--- src/rtl/fetch_ctrl_if.sv ---
// Fetch sequencer bus: instruction-ROM request/ack plus ID-side slot
// and redirect controls.
interface fetch_ctrl_if #(
  parameter int ADDR_W = 32
);
  logic              stall;
  logic              branch_flag;
  logic [ADDR_W-1:0] branch_target;
  logic              flush;
  logic [ADDR_W-1:0] flush_pc;
  logic              ce;
  logic [ADDR_W-1:0] pc;
  logic              mem_ack;
  logic [31:0]       mem_rdata;
  logic              inst_valid;
  logic [31:0]       inst;
  logic [ADDR_W-1:0] inst_pc;

  modport master (
    input  stall,
    input  branch_flag,
    input  branch_target,
    input  flush,
    input  flush_pc,
    input  mem_ack,
    input  mem_rdata,
    output ce,
    output pc,
    output inst_valid,
    output inst,
    output inst_pc
  );

  modport slave (
    output stall,
    output branch_flag,
    output branch_target,
    output flush,
    output flush_pc,
    output mem_ack,
    output mem_rdata,
    input  ce,
    input  pc,
    input  inst_valid,
    input  inst,
    input  inst_pc
  );
endinterface

--- src/rtl/fetch_ctrl.sv ---
// Handshaked instruction fetch: owns pc/ce, one-entry slot to ID,
// delay-slot branch redirects and exception flushes.
module fetch_ctrl #(
  parameter int              ADDR_W   = 32,
  parameter logic [ADDR_W-1:0] RESET_PC = '0
) (
  input logic         clk,
  input logic         rst,
  fetch_ctrl_if.master bus
);

  typedef enum logic [1:0] {
    IDLE,
    FETCH,
    BR_PEND
  } state_t;

  state_t            state_q, state_d;
  logic [ADDR_W-1:0] pc_q, pc_d;
  logic              iv_q, iv_d;
  logic [31:0]       inst_q, inst_d;
  logic [ADDR_W-1:0] ipc_q, ipc_d;
  logic              br_pend, br_pend_d;
  logic [ADDR_W-1:0] br_tgt, br_tgt_d;

  logic              ce;
  logic              slot_free;
  logic              transfer;
  logic              br_take;
  logic [ADDR_W-1:0] pc_seq;

  assign ce        = (state_q != IDLE);
  assign slot_free = ~iv_q | ~bus.stall;
  // a flush discards any same-cycle ack
  assign transfer  = ce & bus.mem_ack
                   & slot_free & ~bus.flush;
  assign br_take   = bus.branch_flag & ~bus.stall;
  assign pc_seq    = pc_q + ADDR_W'(4);

  always_ff @(posedge clk or negedge rst) begin
    if (!rst) begin
      state_q <= IDLE;
      pc_q    <= RESET_PC;
      iv_q    <= 1'b0;
      inst_q  <= '0;
      ipc_q   <= '0;
      br_pend <= 1'b0;
      br_tgt  <= '0;
    end else begin
      state_q <= state_d;
      pc_q    <= pc_d;
      iv_q    <= iv_d;
      inst_q  <= inst_d;
      ipc_q   <= ipc_d;
      br_pend <= br_pend_d;
      br_tgt  <= br_tgt_d;
    end
  end

  always_comb begin
    state_d   = state_q;
    pc_d      = pc_q;
    iv_d      = iv_q;
    inst_d    = inst_q;
    ipc_d     = ipc_q;
    br_pend_d = br_pend;
    br_tgt_d  = br_tgt;

    if (bus.flush) begin
      pc_d      = bus.flush_pc;
      iv_d      = 1'b0;
      br_pend_d = 1'b0;
      state_d   = FETCH;
    end else begin
      if (transfer) begin
        inst_d = bus.mem_rdata;
        ipc_d  = pc_q;
        iv_d   = 1'b1;
      end else if (iv_q && !bus.stall) begin
        iv_d = 1'b0;
      end

      unique case (state_q)
        IDLE: begin
          state_d = FETCH;
        end
        FETCH: begin
          if (br_take) begin
            if (transfer) begin
              pc_d = bus.branch_target;
            end else begin
              br_tgt_d  = bus.branch_target;
              br_pend_d = 1'b1;
              state_d   = BR_PEND;
            end
          end else if (transfer) begin
            pc_d = pc_seq;
          end
        end
        // delay slot cannot branch: branch_flag ignored here
        BR_PEND: begin
          if (transfer) begin
            pc_d      = br_tgt;
            br_pend_d = 1'b0;
            state_d   = FETCH;
          end
        end
        default: begin
          state_d = IDLE;
        end
      endcase
    end
  end

  assign bus.ce         = ce;
  assign bus.pc         = pc_q;
  assign bus.inst_valid = iv_q;
  assign bus.inst       = inst_q;
  assign bus.inst_pc    = ipc_q;

endmodule

--- src/flat_wrapper.sv ---
// flat-port wrapper written by rule: the top's interface ports become plain ports
module fetch_ctrl_flat 
#(
  parameter int              ADDR_W   = 32,
  parameter logic [ADDR_W-1:0] RESET_PC = '0
)
  (clk, rst, bus_stall, bus_branch_flag, bus_branch_target, bus_flush, bus_flush_pc, bus_mem_ack, bus_mem_rdata, bus_ce, bus_pc, bus_inst_valid, bus_inst, bus_inst_pc);
  fetch_ctrl_if #(.ADDR_W(ADDR_W)) bus_i ();
  input logic clk;
  input logic rst;
  input wire logic [$bits(bus_i.stall)-1:0] bus_stall;
  input wire logic [$bits(bus_i.branch_flag)-1:0] bus_branch_flag;
  input wire logic [$bits(bus_i.branch_target)-1:0] bus_branch_target;
  input wire logic [$bits(bus_i.flush)-1:0] bus_flush;
  input wire logic [$bits(bus_i.flush_pc)-1:0] bus_flush_pc;
  input wire logic [$bits(bus_i.mem_ack)-1:0] bus_mem_ack;
  input wire logic [$bits(bus_i.mem_rdata)-1:0] bus_mem_rdata;
  output wire logic [$bits(bus_i.ce)-1:0] bus_ce;
  output wire logic [$bits(bus_i.pc)-1:0] bus_pc;
  output wire logic [$bits(bus_i.inst_valid)-1:0] bus_inst_valid;
  output wire logic [$bits(bus_i.inst)-1:0] bus_inst;
  output wire logic [$bits(bus_i.inst_pc)-1:0] bus_inst_pc;
  assign bus_i.stall = bus_stall;
  assign bus_i.branch_flag = bus_branch_flag;
  assign bus_i.branch_target = bus_branch_target;
  assign bus_i.flush = bus_flush;
  assign bus_i.flush_pc = bus_flush_pc;
  assign bus_i.mem_ack = bus_mem_ack;
  assign bus_i.mem_rdata = bus_mem_rdata;
  assign bus_ce = bus_i.ce;
  assign bus_pc = bus_i.pc;
  assign bus_inst_valid = bus_i.inst_valid;
  assign bus_inst = bus_i.inst;
  assign bus_inst_pc = bus_i.inst_pc;
  fetch_ctrl #(.ADDR_W(ADDR_W), .RESET_PC(RESET_PC)) u_core (.clk(clk), .rst(rst), .bus(bus_i));
endmodule
--- config.mk ---
export PLATFORM = sky130hd
export DESIGN_NAME = fetch_ctrl_flat
export DESIGN_NICKNAME = d
export VERILOG_FILES = /design/src/rtl/fetch_ctrl_if.sv /design/src/rtl/fetch_ctrl.sv /design/src/flat_wrapper.sv
export SDC_FILE = /design/constraint.sdc
export NUM_CORES = 1
export LEC_CHECK = 0
export BUFFER_PORTS_ARGS = -buffer_cell sky130_fd_sc_hd__buf_2
export CAP_MARGIN = 20
export CORE_MARGIN = 2
export CORE_UTILIZATION = 50
export CTS_CLUSTER_DIAMETER = 80
export CTS_CLUSTER_SIZE = 28
export DETAILED_ROUTE_END_ITERATION = 12
export PLACE_DENSITY = 0.76
export SYNTH_ARGS = -nofsm -noshare
export SYNTH_HDL_FRONTEND = slang
export SYNTH_SLANG_ARGS = --single-unit
--- constraint.sdc ---
create_clock -name clk -period 3.2 [get_ports clk]
set_input_delay 0.64 -clock clk [delete_from_list [all_inputs] [get_ports clk]]
set_output_delay 0.64 -clock clk [all_outputs]
set_load 0.01 [all_outputs]
Word level (Yosys, flattened, before mapping):

Cells that the tools add are included.

* logic and storage cells: 46
* input port bits: 102
* register bits: 131
* output and inout port bits: 98

* $add $sub $neg: 1
* equality and inequality tests: 6
* bitwise gates (word level): 9
* multiplexer cells: 14
* reductions and logical operators: 10

Operators by type and width (count)
* $mux 32: 5
* $pmux 32 s2: 1
* $add 32x3->32 const B: 1
* $ne 3x2->1 const B: 3
* $mux 2: 4
* $pmux 2 s3: 1
* $reduce_and 3->1: 2
* $reduce_bool 3->1: 2
* $and 1x1->1: 4
* $not 1->1: 4
* $reduce_and 4->1: 1
* $mux 1: 3
* $ne 3x3->1 const B: 1
* $eq 2x1->1 const B: 1
* $eq 2x2->1 const B: 1
* $logic_not 2->1: 1
* $reduce_and 2->1: 1
* $reduce_bool 2->1: 1
* $logic_and 1x1->1: 1
* $logic_not 1->1: 1
* $or 1x1->1: 1

Logic depth before layout (Yosys ltp):

* word-level depth: 8
* mapped depth: 8
* depth with buffers taken out: 6

Worst setup path before layout:

Ideal clock, no wire load.

* path kind: input to register
* from: in bus_branch_flag
* to: reg u_core.br_tgt[0]
* path slack: 0.924 ns
* stages on the path: 7
* required time: 3.075 ns
* data arrival time: 2.151 ns
* path through: nor2b_1 -> clkbuf_1 -> nand3b_1 -> or2_2 -> nor2_1 -> buf_2 -> mux2_2

* longest elaborated chain between the ends: 2

RTL lines
* start, declared: RTL line flat_wrapper.sv:12 `input wire logic [$bits(bus_i.branch_flag)-1:0] bus_branch_flag;`
* $and 1x1->1: RTL line fetch_ctrl.sv:37 `assign br_take = bus.branch_flag & ~bus.stall;`
* $reduce_and 4->1 (no source line)
* end signal, assigned: RTL line fetch_ctrl.sv:56 `br_tgt <= br_tgt_d;`
* end, declared: RTL line fetch_ctrl.sv:24 `logic [ADDR_W-1:0] br_tgt, br_tgt_d;`

No other way between the ends.
A chain may end at the register's enable or synchronous reset.

Final worst setup path:

* from: reg u_core.pc_q[2], in the netlist u_core.bus.pc[2]
* to: reg u_core.pc_q[24], in the netlist u_core.bus.pc[24]

* longest elaborated chain between the ends: 5

RTL lines
* start, declared: RTL line fetch_ctrl.sv:19 `logic [ADDR_W-1:0] pc_q, pc_d;`
* start signal, assigned: RTL line fetch_ctrl.sv:51 `pc_q <= pc_d;`
* $add 32x3->32: RTL line fetch_ctrl.sv:38 `assign pc_seq = pc_q + ADDR_W'(4);`
* $mux 32: RTL line fetch_ctrl.sv:96 `end else if (transfer) begin`
* $mux 32: RTL line fetch_ctrl.sv:88 `if (br_take) begin`
* $pmux 32 s2: RTL line fetch_ctrl.sv:83 `unique case (state_q)`
* $mux 32: RTL line fetch_ctrl.sv:69 `if (bus.flush) begin`

No other way between the ends. The select of a mux whose other input is x is not followed.

==> metrics <==
status=completed; Crit path arrival time=2.75 ns; Crit. End Element=register; TritonCTS Buffers=17; Yosys cell types=60; clk root buf=clkbuf_16; critical path launch point type=register; post-synthesis cell count=591; Crit Path Category=reg -> reg; worst clock skew=0.0189 ns; fin area=8260 um2; routed via count=5835; Ports=200; GRT Resource Usage Total=27.7%; CP Data Required Time=3.51 ns; Synth area leaders=dfrtp_1 51%, mux2_2 17%, a21oi_1 3.2%; LEAKAGE=3.68 nW; pin count of the biggest net entering global routing=82; Die ar.=13800 um2; H-tree depth=4; nets=887; CTS Buffer Depth=2; Initial Utilization=51.1%; average cell area after synthesis=10.9 um2; gr ovfl total=0; Slew headroom=44.9%; CTS tree=built; post-synthesis compound-gate area fraction=15.8%; fin crit share=76.3%; Synthesized Nets=694; synth-to-layout area growth=28.1%; Ant. Diodes=0; Post-CTS Resized=0; Post-Synthesis Cell Area=6440 um2; flops & latches, synth=131; Max-Cap Viols=0; post-layout minimum cycle time=2.44 ns; Setup TNS Final=0 ns; post-route DRC violation count=0; clk sinks=131; number of port buffers=199; Worst Max-Slew Pin Slew=0.820 ns; Post-CTS Setup Repair Bufs=0; Antenna Nets Post-Route=0; worst-path fanout max=7; Pre-Repair DR Iteration Count=6; asr flop ratio synth=100%; Final Hold Viols=0; drt total wl=18800 um; Die X=118 um; Post-Place Cell Area=7640 um2; main combinational cell family by area after synthesis=multiplexers; vias per cell=6.02; FP Rows=41; cell count after placement=937; Fmax=409 MHz; core region area=12600 um2; Yosys top cell area share=50.9%; Worst VDD drop=0.374 mV; initial antenna violation count=1; Post-synth EDFFs=0; Finished Layout Cells=969; HP Class=in -> async; share of cells above drive strength 1=44.7%; post-synthesis sequential area ratio=50.9%; Simple-Gate Fraction of Synth Area=12.2%; Post-Synth Adder-Cell Area=0.194%; Clk pin slew, worst setup/hold paths=0.05 ns; yosys warns=0; R2R cell count=6; r2r startpoint=u_core.bus.pc[2]; largest area contributor in the netlist=dfrtp_1; Pins Over Slew Limit=0; most frequent cells in the layout=198 x buf_2, 131 x dfrtp_1, 96 x mux2_2, 42 x nand2_1, 40 x a21oi_1; Die Ht=118 um; Initial DRC Count=510; vias in the first global route=5950; FF-to-FF End=u_core.bus.pc[24]; post-synthesis mux area share=16.9%; PwrDens=675 nW/um2; final setup fails=0; PnR Total Power=5.58 mW; WHS=0.276 ns; DPL Wire Length=13400 um; r2r setup slk=0.76 ns; routed length per instance=19.4 um; RSZ-0062 raised after global routing=no; Most used DFF post-synth=dfrtp_1; RePlAce Congestion=0.916; global-route wire length before repair=30500 um; hold buffer count at cts=0; CP startpoint=u_core.bus.pc[2]; most common cell after layout, fill and taps aside=buf_2; worst skew pair latency=0.43 ns; XOR/XNOR Fraction of Synth Area=0.951%
-- critical path: stages, from the launching register on --
cell      delay (ns)
dfrtp_1         0.44
ha_1            0.25
nand4_1         0.25
nand2b_1        0.36
or4_4           0.56
a21o_1          0.19
a221o_1         0.28
-- final cells by class --
class	instances	area, um2
flip-flops and latches	131	3280
fillers	1042	4360
inverters	7	26.3
multi-input cells	413	2980
clock buffers	22	464
well taps	172	215
clock inverters	10	155
repair buffers	214	1140
-- layer usage --
| metal | up-vias | GRT usage (%) | wire length [um] |
|---|---|---|---|
| met1 | 2866 | 34.5 | 7410 |
| met5 | - | 0 | 0 |
| met3 | 46 | 6.83 | 1590 |
| met2 | 306 | 45.8 | 9230 |
| li1 | 2617 | - | - |
| met4 | 0 | 13.0 | 558 |
-- state kept, by name, summed over array words and instances (netlist names) --
register	flops
u_core.br_tgt	32
u_core.bus.inst	32
u_core.bus.inst_pc	32
u_core.bus.pc	32
u_core.state_q	2
u_core.bus.inst_valid	1
-- metrics by stage --
step                setup WS, ns  util (%)
floorplan                  0.924         -
global placement           0.748      60.5
detailed placement         0.655      60.5
CTS                        0.759      65.4
global route               0.598      65.4
finish                     0.757      65.4
-- cell usage after synthesis, types with 2 or more instances --
| cell type | count |
|---|---|
| buf_2 | 10 |
| xnor2_1 | 3 |
| o31a_1 | 2 |
| o221ai_1 | 9 |
| o21ai_0 | 33 |
| a31o_2 | 3 |
| nor4_1 | 7 |
| o221a_2 | 2 |
| nand4_1 | 10 |
| nand3_1 | 22 |
| and3_1 | 10 |
| or3_1 | 2 |
| mux2_2 | 96 |
| o311ai_0 | 5 |
| o211ai_1 | 8 |
| nand2b_1 | 3 |
| a221oi_1 | 5 |
| a221o_1 | 3 |
| o31ai_1 | 4 |
| xor2_1 | 4 |
| nand2_1 | 42 |
| dfrtp_1 | 131 |
| a31oi_1 | 5 |
| buf_1 | 6 |
| clkbuf_1 | 23 |
| a22oi_1 | 2 |
| nor3_1 | 6 |
| a21oi_1 | 41 |
| a211oi_1 | 5 |
| nor2b_1 | 3 |
| inv_1 | 7 |
| or2_2 | 2 |
| o22ai_1 | 15 |
| nor2_1 | 31 |
| and2_1 | 2 |
| a311oi_1 | 2 |
| a21o_1 | 4 |
-- how the worst max path moves through the flow --
stage | slack (ns) | end | cells after the start
finish | 0.76 | u_core.bus.pc[24] | 6
global route | 0.60 | u_core.bus.pc[24] | 6
CTS | 0.76 | u_core.bus.pc[24] | 6
detailed placement | 0.66 | u_core.bus.inst[7] | 5
global placement | 0.75 | u_core.bus.inst[28] | 5
floorplan | 0.92 | u_core.br_tgt[0] | 7
-- kinds of logic after synthesis --
kind of cell / Yosys count
fa+ha+maj: 1
simple gates: 152
xor+xnor: 7
mux: 97
flops: 131
buf+inv: 47
compound gates: 156
-- power by group --
group          switching (mW)  leakage [nW]  total [mW]  internal (mW)
clock network           0.689         0.300        2.03           1.34
registers               0.315          1.54        2.35           2.03
logic                   0.595          1.84        1.20          0.610
total                    1.60          3.68        5.58           3.98
Note: power is estimated with default switching activity, not from simulation.
